File: src/rtl/mem_bus_arbiter_pkg.sv
// Shared definitions for the two-master PicoRV32 native-bus arbiter.
// Holds the state encoding, which doubles as the one-hot grant value.
package mem_bus_arbiter_pkg;

    localparam int unsigned N_REQ          = 2;
    localparam int unsigned DEF_ADDR_WIDTH = 32;
    localparam int unsigned DEF_DATA_WIDTH = 32;
    localparam int unsigned DEF_TIMEOUT    = 255;

    // Encoding is exported directly as the grant vector.
    typedef enum logic [1:0] {
        ST_IDLE = 2'b00,
        ST_OWN0 = 2'b01,
        ST_OWN1 = 2'b10
    } arb_state_e;

    function automatic int unsigned strb_width(input int unsigned data_width);
        return data_width / 8;
    endfunction

endpackage

File: src/rtl/mem_bus_arbiter_rr_arbiter2.sv
// Two-request round-robin picker; the pointer moves to the other requester
// whenever the current owner reports completion on i_done.
module rr_arbiter2
    import mem_bus_arbiter_pkg::*;
(
    input  logic             i_clk,
    input  logic             i_rst_n,
    input  logic [N_REQ-1:0] i_req,
    input  logic             i_done,
    input  logic             i_done_id,
    output logic [N_REQ-1:0] o_pick
);

    logic r_ptr;

    // Pointer names the requester that wins a tie; 0 selects requester 0.
    always_ff @(posedge i_clk or negedge i_rst_n) begin
        if (!i_rst_n) begin
            r_ptr <= 1'b0;
        end else if (i_done) begin
            r_ptr <= ~i_done_id;
        end
    end

    always_comb begin
        o_pick = i_req;
        if (&i_req) begin
            o_pick = r_ptr ? 2'b10 : 2'b01;
        end
    end

endmodule

File: src/rtl/mem_bus_arbiter.sv
// Shares one PicoRV32 native memory port between two masters with
// round-robin fairness, whole-transaction grant and a per-transaction timeout.
module mem_bus_arbiter
    import mem_bus_arbiter_pkg::*;
#(
    parameter int unsigned ADDR_WIDTH = DEF_ADDR_WIDTH,
    parameter int unsigned DATA_WIDTH = DEF_DATA_WIDTH,
    parameter int unsigned TIMEOUT    = DEF_TIMEOUT
) (
    input  logic                                  clk,
    input  logic                                  nreset,

    input  logic                                  m0_valid,
    input  logic                                  m0_instr,
    input  logic [ADDR_WIDTH-1:0]                 m0_addr,
    input  logic [DATA_WIDTH-1:0]                 m0_wdata,
    input  logic [strb_width(DATA_WIDTH)-1:0]     m0_wstrb,
    output logic                                  m0_ready,
    output logic                                  m0_err,
    output logic [DATA_WIDTH-1:0]                 m0_rdata,

    input  logic                                  m1_valid,
    input  logic                                  m1_instr,
    input  logic [ADDR_WIDTH-1:0]                 m1_addr,
    input  logic [DATA_WIDTH-1:0]                 m1_wdata,
    input  logic [strb_width(DATA_WIDTH)-1:0]     m1_wstrb,
    output logic                                  m1_ready,
    output logic                                  m1_err,
    output logic [DATA_WIDTH-1:0]                 m1_rdata,

    output logic                                  s_valid,
    output logic                                  s_instr,
    output logic [ADDR_WIDTH-1:0]                 s_addr,
    output logic [DATA_WIDTH-1:0]                 s_wdata,
    output logic [strb_width(DATA_WIDTH)-1:0]     s_wstrb,
    input  logic                                  s_ready,
    input  logic [DATA_WIDTH-1:0]                 s_rdata,

    output logic [1:0]                            grant
);

    // A zero TIMEOUT still needs a legal one-bit counter; it is never advanced.
    localparam int unsigned      CNT_W   = (TIMEOUT > 0) ? $clog2(TIMEOUT + 1) : 1;
    localparam logic [CNT_W-1:0] CNT_MAX = CNT_W'(TIMEOUT);

    arb_state_e         r_state;
    arb_state_e         w_state_nxt;
    logic [CNT_W-1:0]   r_cnt;
    logic [CNT_W-1:0]   w_cnt_nxt;
    logic [N_REQ-1:0]   w_req;
    logic [N_REQ-1:0]   w_pick;
    logic               w_done;
    logic               w_done_id;
    logic               w_sel1;
    logic               w_own_valid;
    logic               w_tmo;

    assign w_req    = {m1_valid, m0_valid};
    assign grant    = r_state;
    assign m0_rdata = s_rdata;
    assign m1_rdata = s_rdata;

    rr_arbiter2 u_rr (
        .i_clk     (clk),
        .i_rst_n   (nreset),
        .i_req     (w_req),
        .i_done    (w_done),
        .i_done_id (w_done_id),
        .o_pick    (w_pick)
    );

    // State and wait-counter registers.
    always_ff @(posedge clk or negedge nreset) begin
        if (!nreset) begin
            r_state <= ST_IDLE;
            r_cnt   <= '0;
        end else begin
            r_state <= w_state_nxt;
            r_cnt   <= w_cnt_nxt;
        end
    end

    // Next state, slave mux, completion routing and timeout detection.
    always_comb begin
        w_state_nxt = r_state;
        w_cnt_nxt   = r_cnt;
        w_done      = 1'b0;
        w_done_id   = 1'b0;
        w_sel1      = 1'b0;
        w_own_valid = 1'b0;
        w_tmo       = 1'b0;
        s_valid     = 1'b0;
        s_instr     = 1'b0;
        s_addr      = '0;
        s_wdata     = '0;
        s_wstrb     = '0;
        m0_ready    = 1'b0;
        m1_ready    = 1'b0;
        m0_err      = 1'b0;
        m1_err      = 1'b0;

        case (r_state)
            ST_IDLE: begin
                w_cnt_nxt = '0;
                if (w_pick[0]) begin
                    w_state_nxt = ST_OWN0;
                end else if (w_pick[1]) begin
                    w_state_nxt = ST_OWN1;
                end
            end

            ST_OWN0, ST_OWN1: begin
                w_sel1      = (r_state == ST_OWN1);
                w_own_valid = w_sel1 ? m1_valid : m0_valid;
                s_instr     = w_sel1 ? m1_instr : m0_instr;
                s_addr      = w_sel1 ? m1_addr  : m0_addr;
                s_wdata     = w_sel1 ? m1_wdata : m0_wdata;
                s_wstrb     = w_sel1 ? m1_wstrb : m0_wstrb;
                // A late s_ready on the expiry cycle still completes normally.
                w_tmo       = (TIMEOUT != 0) && (r_cnt == CNT_MAX) && !s_ready;
                s_valid     = w_own_valid && !w_tmo;

                if (!w_own_valid) begin
                    // Owner withdrew its request: release without completing.
                    w_state_nxt = ST_IDLE;
                    w_cnt_nxt   = '0;
                end else if (s_ready) begin
                    m0_ready    = !w_sel1;
                    m1_ready    = w_sel1;
                    w_done      = 1'b1;
                    w_done_id   = w_sel1;
                    w_state_nxt = ST_IDLE;
                    w_cnt_nxt   = '0;
                end else if (w_tmo) begin
                    m0_err      = !w_sel1;
                    m1_err      = w_sel1;
                    w_done      = 1'b1;
                    w_done_id   = w_sel1;
                    w_state_nxt = ST_IDLE;
                    w_cnt_nxt   = '0;
                end else if (TIMEOUT != 0) begin
                    w_cnt_nxt   = r_cnt + CNT_W'(1);
                end
            end

            default: begin
                w_state_nxt = ST_IDLE;
                w_cnt_nxt   = '0;
            end
        endcase
    end

endmodule

File: config.mk
export PLATFORM = sky130hd
export DESIGN_NAME = mem_bus_arbiter
export DESIGN_NICKNAME = d
export VERILOG_FILES = /design/src/rtl/mem_bus_arbiter_pkg.sv /design/src/rtl/mem_bus_arbiter_rr_arbiter2.sv /design/src/rtl/mem_bus_arbiter.sv
export SDC_FILE = /design/constraint.sdc
export NUM_CORES = 1
export LEC_CHECK = 0
export BUFFER_PORTS_ARGS = -buffer_cell sky130_fd_sc_hd__buf_4
export CORE_AREA = 4 4 120 122
export CTS_BUF_LIST = sky130_fd_sc_hd__clkbuf_4
export DETAILED_ROUTE_END_ITERATION = 8
export DIE_AREA = 0 0 124 126
export PLACE_DENSITY = 0.59
export RECOVER_POWER = 100
export SYNTH_ARGS = -nofsm -noshare
export SYNTH_HDL_FRONTEND = slang
export SYNTH_SLANG_ARGS = --single-unit
File: constraint.sdc
create_clock -name clk -period 1.7 [get_ports clk]
set_clock_uncertainty 0.1 [all_clocks]
set_input_delay 0 -clock clk [delete_from_list [all_inputs] [get_ports clk]]
set_output_delay 0 -clock clk [all_outputs]
set_load 0.03 [all_outputs]
==> impl_metrics.tcl <==
set metrics [dict create \
    critical_path_buf_inv_count 4 \
    dp_hpwl_mm 8.058 \
    drc_errors 0 \
    clkSlewWorstSetupHoldPaths_ps 70 \
    crit_path_end_kind "output pin" \
    max-clock-path-buffers 2 \
    dieHeight_um 126 \
    synth_cell_type_count 31 \
    drv_cap 0 \
    crit_fanout 6 \
    clock-sinks 11 \
    crit_family "buffers and inverters" \
    grt_pass1_vias 3147 \
    clockRootBuffer "clkbuf_4" \
    ys_warn_count 0 \
    crit_top_cell "buf_4" \
    final_area_sq_mm 0.005693 \
    start_kind "flop" \
    cts_buffers 3 \
    via_per_inst 4.099 \
    leakagePower_nw 2.484 \
    violations "negative setup slack" \
    grt_first_pass_wirelength_mm 17.19 \
    fp.dieW_um 124 \
    grt_max_degree 35 \
    wl_per_cell_um 17.82 \
    synth.area.top_cells "mux2i_1 30%, buf_4 22%, nor2b_1 19%" \
    ff2ff_setup_slack_ps -190 \
    crit_slowest_cell "dfrtp_2" \
    path_cells "ha_4, buf_12, buf_4, buf_4, mux2i_4, nor2b_2, buf_6" \
    syn_inst 282 \
    grt_use_total_pct 14.03 \
    netlist_area_sq_mm 0.002308 \
    start_util_pct 17.50 \
    max_freq_mhz 516.4 \
    slew_headroom_pct 57.71 \
    synth_top_area_cell "mux2i_1" \
    ioPinCount 315 \
    htreeDepth 1 \
    setup_viol 83 \
    gr-total-overflow 0 \
    outcome "finished, violations left" \
    rows 42 \
    syn_nets 460 \
    fin_crit_ps 1937 \
    drtIter0Drc 33 \
    crit_type "flop to output pin" \
    antenna_found_initial 0 \
    portBuffers 218 \
    synth_seq_cells 11 \
    setup_slack_ps -236.6 \
    dpl_cell_area_sq_mm 0.003974 \
    die-area_sq_mm 0.01562 \
    worstPathRequired_ps 1600 \
    firstDrtPassIters 3 \
    netlist.area_leader.share_pct 30.35 \
    worst_pin_slew_ps 632.3 \
    final_util_pct 43.16 \
    place_congestion 0.7674 \
    postRouteWirelength_mm 12.07 \
    fin_cells 677 \
    rsz0062_at_grt "yes" \
    ir_drop_v 0.001305 \
    fin_hold_ws_ps 283.3 \
    crit_path_max_incr_delay_ps 440 \
    core_sq_mm 0.01319 \
    layout_worst_path_cycle_share_pct 113.9 \
    hold_viol 0 \
    via_count 2775 \
    antenna-diode-count 0 \
    hold_class "input port to output pin" \
    cp.arrival_ps 1840 \
    powerDensity_mw_per_mm2 1928 \
    final_nets 680 \
    syn2layout_area_growth_pct 146.6 \
    cts_tree "built" \
    drv_slew 0 \
    dp_cells 610 \
    seq_area_frac_synth_pct 11.92 \
    antenna_left 0 \
    clock_latency_ps 280 \
    syn_area_per_cell_sq_um 8.186 \
    fin_tns_setup_ps -13480 \
    drive_gt1_share_pct 79.84 \
]
[placed cells by master, fill, tap and decap left out, drive strengths merged]
| cell | n |
|---|---|
| nand4 | 1 |
| o21ai | 2 |
| and4b | 2 |
| clkbuf | 7 |
| or3 | 1 |
| o211ai | 1 |
| and4 | 4 |
| and3b | 1 |
| mux2 | 1 |
| nand3b | 2 |
| dfrtp | 11 |
| a22oi | 1 |
| xnor2 | 2 |
| buf | 252 |
| o2111ai | 1 |
| nand2b | 1 |
| nor2 | 9 |
| dlygate4sd3 | 37 |
| mux2i | 70 |
| o21bai | 1 |
| xor2 | 3 |
| inv | 3 |
| nand2 | 6 |
| bufbuf | 3 |
| ha | 3 |
| and2 | 1 |
| nand3 | 3 |
| nor2b | 69 |
| a21oi | 3 |
[power by group]
group | internal, W | switching [W] | leakage [nW]
Sequential | 0.000302 | 0.0000320 | 0.143
Combinational | 0.00561 | 0.00483 | 2.32
Clock | 0.000107 | 0.0000961 | 0.0184
Total | 0.00602 | 0.00496 | 2.48
[logic make-up (layout without fill, tap and decap cells)]
group	after synthesis	count (layout)	share of synthesized area (%)
simple gates	100	100	26.56
buf+inv	83	302	24.72
mux	71	71	30.84
flops	11	11	11.92
compound gates	9	9	2.439
xor+xnor	5	5	1.897
fa+ha+maj	3	3	1.626
[synthesized netlist by cell type, drive strengths merged]
cell,n
nor2b,69
o211ai,1
and2,1
nand3,3
mux2i,70
dfrtp,11
o2111ai,1
nand2,6
nand2b,1
mux2,1
or3,1
ha,3
and3b,1
nor2,9
o21bai,1
and4,4
xnor2,2
o21ai,2
a21oi,3
xor2,3
a22oi,1
inv,3
buf,71
clkbuf,9
nand3b,2
nand4,1
and4b,2
[flip-flops by register name (all words and copies together) (netlist names)]
register / flops
r_cnt: 8
grant: 2
u_rr.r_ptr: 1
[per-layer routing]
layer	wire length [um]	global-route usage, %	vias up
met1	4269	16.25	1294
met3	758	2.646	10
li1	-	-	1324
met2	6913	27.08	147
met4	124	1.482	0
met5	0	0	-
[final timing paths]
path                              start           to  cells past startpoint
min                        m0_wdata[12]  s_wdata[12]                      4
min reg2reg                  u_rr.r_ptr   u_rr.r_ptr                      2
max                            grant[1]  s_wdata[30]                      7
min in group asynchronous        nreset     r_cnt[3]                      3
max reg2reg                    grant[1]     grant[1]                      7
max in group asynchronous        nreset     r_cnt[2]                      3
[layout make-up]
class,count,area [sq um]
Clock buffer,4,30.03
Timing Repair Buffer,295,2908
Tap cell,176,220.2
Fill cell,1213,7497
Inverter,3,11.26
Multi-Input combinational cell,188,2245
Sequential cell,11,279.0
[worst min-delay path: stages]
cell and delay, ps:
buf_4 90, mux2i_4 60, nor2b_4 100, buf_6 130
[per-stage QoR]
step                power [W]  setup slack, ps
CTS                   0.01016           -244.0
detailed placement   0.007020           -110.6
finish                0.01098           -236.6
global placement     0.006959           -60.56
global route          0.01147           -304.5
floorplan            0.004920           -56.58
[repair_timing]
action                                  4_1_cts  5_1_grt
resized for setup                           106       84
setup buffers                                14        3
endpoints found under the setup margin       74       83
endpoints found under the hold margin        78        0
cloned                                        8        2
hold buffers                                 37        0
pin swaps                                     0       10
Power figures use the tool's default switching activity.
